===== src/rtl/alu_serial_ctrl.sv =====
// Bit-serial ALU sequencer: drives one external 1-bit alu1 slice LSB-first,
// chaining its carry-out back in and assembling the WIDTH-bit result and flags.
module alu_serial_ctrl #(
    parameter int unsigned WIDTH = 8
) (
    input  logic             clk,
    input  logic             reset,
    input  logic             start,
    input  logic [WIDTH-1:0] A,
    input  logic [WIDTH-1:0] B,
    input  logic [2:0]       control,
    output logic             busy,
    output logic             done,
    output logic [WIDTH-1:0] out,
    output logic             carry_out,
    output logic             overflow,
    output logic             zero,
    output logic             negative,
    output logic             slice_a,
    output logic             slice_b,
    output logic             slice_cin,
    output logic [2:0]       slice_control,
    input  logic             slice_out,
    input  logic             slice_cout
);

    localparam int unsigned IDX_W = (WIDTH > 1) ? $clog2(WIDTH) : 1;
    localparam logic [IDX_W-1:0] LAST_IDX = IDX_W'(WIDTH - 1);

    typedef enum logic [1:0] {
        IDLE,
        RUN,
        DONE
    } state_t;

    state_t           state;
    state_t           state_next;
    logic [WIDTH-1:0] a_q;
    logic [WIDTH-1:0] b_q;
    logic [2:0]       control_q;
    logic [IDX_W-1:0] idx;
    logic             carry;
    logic [WIDTH-1:0] result;
    logic [WIDTH-1:0] result_next;
    logic             last_bit;
    logic             arith;

    assign busy     = (state == RUN);
    assign done     = (state == DONE);
    assign last_bit = (idx == LAST_IDX);
    assign arith    = (control_q == 3'd2) || (control_q == 3'd3);

    always_comb begin
        state_next = state;
        case (state)
            IDLE:    if (start) state_next = RUN;
            RUN:     if (last_bit) state_next = DONE;
            DONE:    state_next = IDLE;
            default: state_next = IDLE;
        endcase
    end

    always_comb begin
        slice_a       = 1'b0;
        slice_b       = 1'b0;
        slice_cin     = 1'b0;
        slice_control = 3'd0;
        if (state == RUN) begin
            slice_a       = a_q[idx];
            slice_b       = b_q[idx];
            slice_cin     = carry;
            slice_control = control_q;
        end
    end

    // Result with the current slice bit merged in, so the final edge can
    // publish out/zero/negative without an extra cycle.
    always_comb begin
        result_next      = result;
        result_next[idx] = slice_out;
    end

    always_ff @(posedge clk) begin
        if (reset) begin
            state     <= IDLE;
            a_q       <= '0;
            b_q       <= '0;
            control_q <= '0;
            idx       <= '0;
            carry     <= 1'b0;
            result    <= '0;
            out       <= '0;
            carry_out <= 1'b0;
            overflow  <= 1'b0;
            zero      <= 1'b0;
            negative  <= 1'b0;
        end else begin
            state <= state_next;
            case (state)
                IDLE: begin
                    if (start) begin
                        a_q       <= A;
                        b_q       <= B;
                        control_q <= control;
                        idx       <= '0;
                        carry     <= (control == 3'd3);
                    end
                end
                RUN: begin
                    result <= result_next;
                    carry  <= slice_cout;
                    idx    <= idx + IDX_W'(1);
                    if (last_bit) begin
                        // slice_cin here is the MSB carry-in, so no separate
                        // cin_msb register is needed for the overflow flag.
                        out       <= result_next;
                        carry_out <= slice_cout;
                        overflow  <= arith ? (slice_cin ^ slice_cout) : 1'b0;
                        zero      <= (result_next == '0);
                        negative  <= result_next[WIDTH-1];
                    end
                end
                default: ;
            endcase
        end
    end

endmodule


===== config.mk =====
export PLATFORM = sky130hd
export DESIGN_NAME = alu_serial_ctrl
export DESIGN_NICKNAME = d
export VERILOG_FILES = /design/src/rtl/alu_serial_ctrl.sv
export SDC_FILE = /design/constraint.sdc
export NUM_CORES = 1
export LEC_CHECK = 0
export CORE_UTILIZATION = 50
export CTS_CLUSTER_SIZE = 28
export DETAILED_ROUTE_END_ITERATION = 16
export PLACE_DENSITY_LB_ADDON = 0.2
export REMOVE_ABC_BUFFERS = 1
export SETUP_SLACK_MARGIN = 0.05
export SLEW_MARGIN = 0
export SYNTH_ARGS = -nofsm -noshare
export SYNTH_HDL_FRONTEND = slang
export SYNTH_SLANG_ARGS = --single-unit
export TNS_END_PERCENT = 10

===== constraint.sdc =====
create_clock -name clk -period 2.15 [get_ports clk]
set_input_delay 0.215 -clock clk [delete_from_list [all_inputs] [get_ports clk]]
set_output_delay 0.215 -clock clk [all_outputs]
set_load 0.03 [all_outputs]

Word level (Yosys, flattened, before mapping)
Index checks and enable logic that the tools add are counted.

word-level totals
  bits in writable memories = 0
  memory bits (read-only) = 0
  word-level logic and storage cells = 52
  latch bits = 0
  memories kept = 0
  register bits = 45
  output and inout port bits = 20

operators by class
  equal/unequal tests = 8
  $mul = 0
  add/subtract/negate cells = 1
  magnitude comparators = 2
  shift operators = 0
  reduce and logical (&&, ||, !) cells = 9
  muxes and demuxes = 19
  divide/modulo/power cells = 0
  bitwise gates (word level) = 1

operator list
  cell                 count
  $eq 3x2->1 const B   3
  $bwmux 8             1
  $logic_not 8->1      1
  $mux 1               8
  $reduce_and 2->1     4
  $bmux 1 s3           2
  $mux 3               2
  $pmux 3 s2           1
  $lt 3x4->1 const B   1
  $mux 2               2
  $pmux 2 s2           1
  $add 3x1->3 const B  1
  $demux 1 s3          1
  $eq 3x3->1 const B   1
  $ge 3x1->1 const B   1
  $eq 2x1->1 const B   1
  $eq 2x2->1 const B   1
  $logic_not 2->1      1
  $ne 2x1->1 const B   1
  $ne 2x2->1 const B   1
  $pmux 1 s2           1
  $reduce_bool 2->1    1
  $logic_and 1x1->1    1
  $logic_or 1x1->1     1
  $xor 1x1->1          1

Depth between registers and ports, before layout
Gate-level depths: netlist (run 1).

  word-level depth = 6
  depth in mapped cells = 8
  gate-level depth less buffers = 7

Least setup slack after synthesis (run 1)
OpenSTA, ideal clock, no wires.

  kind = reg2out
  start point = register idx[2]
  end point = output port slice_b
  path slack = 182 ps
  arrival time = 1,753 ps
  cell stages (with the launch flop) = 7
  buffers on the path = 2
  path through = dfxtp_1 clkbuf_1 clkbuf_1 nand3_1 nand3_1 o21ai_0 a21oi_1

on the way
  word-level cells in the longest chain between the ends = 3

ends and longest elaborated chain
  element                       RTL line  source
  start, declared               41        logic [IDX_W-1:0] idx;
  start signal, assigned        112       idx <= idx + IDX_W'(1);
  $bmux 1 s3                    70        slice_b = b_q[idx];
  $mux 1 (implied by the code)  70
  $mux 1                        68        if (state == RUN) begin
  end, declared                 20        output logic slice_b,

No other way between the ends. The select of a mux whose other input is x is not followed.

Worst setup path in the final report (run 1)
  start point = register state[1]
  end point = output port slice_cin

on the way
  word-level cells in the longest chain between the ends = 2

ends and longest elaborated chain
  element                 RTL line  source
  start, declared         36        state_t state;
  start signal, assigned  98        state <= state_next;
  $eq 2x1->1              68
  $mux 1                  68
  end, declared           21        output logic slice_cin,

No other way between the ends.

==> results of run 1 <==
-- layout make-up --
cell class	instances	area (µm²)
Clock buffer	7	96.3
Fill cell	335	1180
Inverter	1	5.00
Multi-Input combinational cell	189	1050
Sequential cell	44	881
Tap cell	48	60.1
Timing Repair Buffer	52	497
-- routing by layer --
layer	GRT usage, %	up-vias	wire length (µm)
met1	25.6	840	1960
met2	38.4	34	2120
met4	12.0	0	48
met5	0	-	0
met3	4.48	6	163
li1	-	953	-
-- critical path: cells and delay by family (launching register included) --
| family | cells | cell delay (ns) |
|---|---|---|
| buffers and inverters | 2 | 0.75 |
| DFF | 1 | 0.38 |
| and+or+nand+nor | 2 | 0.37 |
-- layout by cell type (no fill, tap or decap), drive strengths merged, types with 7 or more instances in the layout --
master,instances
clkbuf,7
buf,11
a21oi,29
and2,8
a211oi,12
clkdlybuf4s50,41
nor2,33
mux2i,10
dfxtp,44
nand2,49
-- power by group --
| group | leakage [nW] | total, mW | internal (mW) | switching [mW] |
|---|---|---|---|---|
| logic | 0.545 | 0.227 | 0.107 | 0.120 |
| registers | 0.359 | 0.870 | 0.849 | 0.0214 |
| clock network | 0.0503 | 0.542 | 0.286 | 0.256 |
-- registers in the layout, summed over array words and instances (netlist names) --
| signal | flops |
|---|---|
| carry | 1 |
| overflow | 1 |
| a_q | 8 |
| b_q | 8 |
| state | 2 |
| idx | 3 |
| zero | 1 |
| carry_out | 1 |
| control_q | 3 |
| out | 8 |
| result | 8 |
-- metrics by stage --
stage / cell area, µm² / instances / setup slack (ns) / util (%) / hold slack, ns
floorplan: 1930 / 234 / 0.166 / - / 0.284
CTS: 2580 / 341 / 0.129 / 68.5 / 0.450
global route: 2590 / 341 / 0.0420 / 68.7 / 0.461
detailed placement: 2490 / 334 / 0.284 / 66.0 / 0.447
global placement: 2490 / 334 / 0.334 / 66.0 / 0.438
finish: 2590 / 341 / 0.144 / 68.7 / 0.455
-- final timing paths --
path | start | to | slack (ns)
worst max-delay path | state[1] | slice_cin | 0.14
worst min-delay path | a_q[7] | a_q[7] | 0.46
worst max register to register | idx[0] | zero | 0.35
worst min register to register | a_q[7] | a_q[7] | 0.46
-- logic make-up (layout without fill, tap and decap cells) --
group / count (synthesis) / count (layout) / share of synthesized area [%]
buf+inv: 22 / 60 / 5.17
xor+xnor: 1 / 1 / 0.431
compound gates: 62 / 62 / 19.4
mux: 11 / 11 / 5.47
simple gates: 113 / 113 / 25.0
flops: 44 / 44 / 43.3
fa+ha+maj: 2 / 2 / 1.23
==> results_dict.tcl, run 1 <==
set metrics [dict create \
    synth.top_cell.area_share_pct 43.3 \
    cts.clk_slew.worst_paths_ns 0.07 \
    slew_headroom_pct 58.8 \
    end_kind "output pin" \
    power_density_nw_per_um2 633 \
    h-tree-depth 2 \
    worst-setup-path-type "reg -> out" \
    cts_made_buffers 5 \
    yosys_most_used_dff "dfxtp_1" \
    cp_slowest_stage_delay_ns 0.59 \
    synth-warning-count 0 \
    rows 22 \
    grt_pass1_wl_mm 7.33 \
    globalplace.congestion 0.853 \
    core_um2 3770 \
    clk_latency_ns 0.29 \
    rr_worst_depth 7 \
    ir_drop_uv 429 \
    ctsResizeCount 0 \
    tightest_slew_ns 0.617 \
    setup_tns_ns 0 \
    clock.fmax_ghz 0.498 \
    skew_ns 0.00432 \
    fp.dieArea_um2 4330 \
    first_global_vias 1729 \
    setup_viol 0 \
    cts_tree "built" \
    diodes 0 \
    die_x_um 65.8 \
    via_per_inst 5.38 \
    synth-edff-count 0 \
    post-route-drc-count 0 \
    layout.nets 319 \
    arrival_ns 1.79 \
    ios 44 \
    status "finished clean" \
    wl_per_cell_um 12.6 \
    grt_overflow 0 \
    synth_most_common_cell "nand2_1" \
    antenna_left 0 \
    worstPathRequired_ns 1.93 \
    syn2layout_area_growth_pct 27.3 \
    synth_common_cells "nand2_1 (49), dfxtp_1 (44), nor2_1 (33), a21oi_1 (29), clkbuf_1 (15)" \
    slew_violations 0 \
    crit_chain "nand2b_1 > clkinv_2 > and2_4 > clkdlybuf4s50_1" \
    hold_viol 0 \
    grt_setup_unrepaired "yes" \
    synth.distinct_cells 37 \
    leakagePower_nw 0.954 \
    cp-start-kind "flop" \
    synthCells 255 \
    grt_max_degree 23 \
    fin_total_pwr_mw 1.64 \
    crit_path_max_fanout 10 \
    period_share_pct 93.3 \
    syn-cell-area_um2 2030 \
    postCtsSetupRepairBufs 0 \
    clk_path_buf_depth 2 \
    place.port_buffers 43 \
    wl_mm 4.29 \
    yosysSeqAreaShare_pct 43.3 \
    yosys.area.top_type "dfxtp_1" \
    drive_gt1_share_pct 7.85 \
    drtPass1Iterations 4 \
    drtIter0Drc 132 \
    cap_violations 0 \
    layout_min_cycle_time_ns 2.01 \
    antenna_found_initial 0 \
    ys_top_cells_by_area "dfxtp_1 (43%), nand2_1 (9.0%), a21oi_1 (7.1%)" \
    cts-root-buf "clkbuf_8" \
    yosys_register_bits 44 \
    track_usage_pct 22.3 \
    async_reset_ff_share_pct 0 \
    start_util_pct 53.9 \
    syn_avg_cell_area_um2 7.98 \
    crit_path_top_delay_cell "clkdlybuf4s50_1" \
    die_y_um 65.8 \
    clock_sinks 44 \
    via_count 1833 \
    whs_path_depth 2 \
    postCtsHoldBufs 0 \
    post-dp-hpwl_mm 2.97 \
    hold_class "reg -> reg" \
]
No activity file was read; power rests on OpenSTA's default activity.
==> run 2, diff against run 1 <==
--- a/config.mk
+++ b/config.mk
@@ -8,7 +8,7 @@
 export CORE_UTILIZATION = 50
 export CTS_CLUSTER_SIZE = 28
 export DETAILED_ROUTE_END_ITERATION = 16
-export PLACE_DENSITY_LB_ADDON = 0.2
+export PLACE_DENSITY = 0.82
 export REMOVE_ABC_BUFFERS = 1
 export SETUP_SLACK_MARGIN = 0.05
 export SLEW_MARGIN = 0
==> run 2 against run 1 <==
Combinational power hardly changed. Sequential power barely moved. Non-clock buffer count decreased by 1. Largest cell class unchanged. Clock power up 2%. Via count is 0.76% higher. Worst setup slack improved by 0.045 ns. Count of clock-buffer cells in the layout is the same. Sequential cell count unchanged. Final cell count fell by 0.29%. Critical endpoint is now slice_b.
==> results_dict.tcl, run 2 (synthesized netlist as in run 1, its figures left out) <==
set metrics [dict create \
    status "finished clean" \
    via_count 1847 \
    cp_top_family "compound AO/OA/AOI/OAI gates" \
    antenna_found_initial 0 \
    wl_mm 4.41 \
    crit_end "slice_b" \
    die_x_um 65.8 \
    slew_violations 0 \
    period_share_pct 91.2 \
    clk_path_buf_depth 2 \
    h-tree-depth 2 \
    postCtsHoldBufs 0 \
    start_util_pct 53.9 \
    ir_drop_uv 285 \
    crit_path_top_delay_cell "dfxtp_1" \
    r2r-start "state[0]" \
    p_clk_share_pct 33.5 \
    leakagePower_nw 0.950 \
    clock_sinks 44 \
    fin_total_pwr_mw 1.65 \
    p_seq_share_pct 52.8 \
    rr_worst_depth 6 \
    cp_slowest_stage_delay_ns 0.34 \
    netSwitchingFraction_pct 24.9 \
    fp.dieArea_um2 4330 \
    cts_made_buffers 5 \
    critPathBufInv 2 \
    layout.nets 318 \
    worstPathRequired_ns 1.93 \
    final_cell_mix "nand2_1 (49), dfxtp_1 (44), clkdlybuf4s50_1 (41)" \
    grt_setup_unrepaired "no" \
    antenna_left 0 \
    place_area_um2 2480 \
    core_um2 3770 \
    crit_chain "buf_4 > nor2b_1 > a22oi_1 > a21o_1 > a21oi_1 > buf_4" \
    cts_tree "built" \
    crit_top_cell "buf_4" \
    worst-setup-path-type "reg -> out" \
    track_usage_pct 22.8 \
    setup_viol 0 \
    end_kind "output pin" \
    p_int_mw 1.24 \
    clk_latency_ns 0.30 \
    diodes 0 \
    hold_class "in -> reg" \
    crit_start "idx[1]" \
    crit_path_max_fanout 21 \
    clock.fmax_ghz 0.510 \
    cts.clk_slew.worst_paths_ns 0.08 \
    dp_cells 333 \
    power_switching_uw 410 \
    syn2layout_area_growth_pct 26.8 \
    num-fill-cells 330 \
    wl_per_cell_um 13.0 \
    design_area_um2 2580 \
    hold_viol 0 \
    rows 22 \
    instances_no_fill 340 \
    drtPass1Iterations 4 \
    drive_gt1_share_pct 7.19 \
    power_density_nw_per_um2 640 \
    grt_max_degree 45 \
    drtIter0Drc 113 \
    final_util_pct 68.4 \
    finalWorstSetupSlack_ns 0.189 \
    layout_min_cycle_time_ns 1.96 \
    whs_ns 0.455 \
    globalplace.congestion 0.839 \
    grt_overflow 0 \
    timing.rr.end "out[5]" \
    cap_violations 0 \
    cts-root-buf "clkbuf_8" \
    cp_num_cells 6 \
    via_per_inst 5.43 \
    post-route-drc-count 0 \
    slew_headroom_pct 59.0 \
    ios 44 \
    tightest_slew_ns 0.614 \
    place.port_buffers 43 \
    die_y_um 65.8 \
    layout_commonest_cell "nand2_1" \
    reg2reg_slack_ns 0.39 \
    place_ws_ns 0.268 \
    skew_ns 0.00419 \
    first_global_vias 1733 \
    setup_tns_ns 0 \
    post-dp-hpwl_mm 2.99 \
    cp-start-kind "flop" \
    combPwrFrac_pct 13.7 \
    arrival_ns 1.75 \
    grt_pass1_wl_mm 7.47 \
    worstHoldStart "A[2]" \
]
==> run 2: cell types whose count changed in the layout (fill, tap and decap cells not counted), sizes merged <==
cell and change:
buf -1
==> run 2: area by class of cell <==
cell class | instances | area [µm²] | share of cell area (%)
multi-input cells | 189 | 1050 | 40.6
repair buffers | 51 | 489 | 19.0
inverters | 1 | 5.00 | 0.194
flip-flops and latches | 44 | 881 | 34.1
clock buffers | 7 | 96.3 | 3.73
well taps | 48 | 60.1 | 2.33
==> run 2: tightest hold or removal path, delay by kind of cell <==
family          cells  cell delay, ns
compound gates      1            0.05
simple gates        1            0.05
buf+inv             1            0.39
==> run 2: how the worst min path moves through the flow <==
stage                        end  depth (start not counted)
CTS                       a_q[1]                          3
global route              b_q[7]                          3
finish                    a_q[2]                          3
floorplan                 a_q[0]                          1
detailed placement        b_q[0]                          2
global placement    control_q[0]                          2
==> run 2: timing repair <==
action / 4_1_cts / 5_1_grt
setup buffers: 0 / 0
setup endpoints to repair: 0 / 1
gates resized for setup: 0 / 1
==> run 2: power by group through the flow <==
stage	logic [mW]	clock network, mW	registers [mW]
5_1_grt	0.253	0.596	0.875
2_1_floorplan	0.115	0	0.889
6_report	0.226	0.553	0.871
3_5_place_dp	0.226	0	0.890
4_1_cts	0.226	0.562	0.871
3_3_place_gp	0.222	0	0.889
==> run 2: layer usage <==
metal  wire length (µm)  up-vias  share of wire, %  global-route usage (%)
li1                   -      947                 -                       -
met1               2050      852                46                    27.1
met2               2110       40                48                    39.0
met3                187        8               4.2                    4.14
met4                 69        0               1.6                    10.9
met5                  0        -                 0                       0
==> run 3, diff against run 2 <==
--- a/config.mk
+++ b/config.mk
@@ -5,9 +5,11 @@
 export SDC_FILE = /design/constraint.sdc
 export NUM_CORES = 1
 export LEC_CHECK = 0
+export CAP_MARGIN = 10
 export CORE_UTILIZATION = 50
 export CTS_CLUSTER_SIZE = 28
 export DETAILED_ROUTE_END_ITERATION = 16
+export GPL_ROUTABILITY_DRIVEN = 0
 export PLACE_DENSITY = 0.82
 export REMOVE_ABC_BUFFERS = 1
 export SETUP_SLACK_MARGIN = 0.05
==> results of run 3 <==
Same layout as run 2: the final DEF is identical, and so are final timing and power.
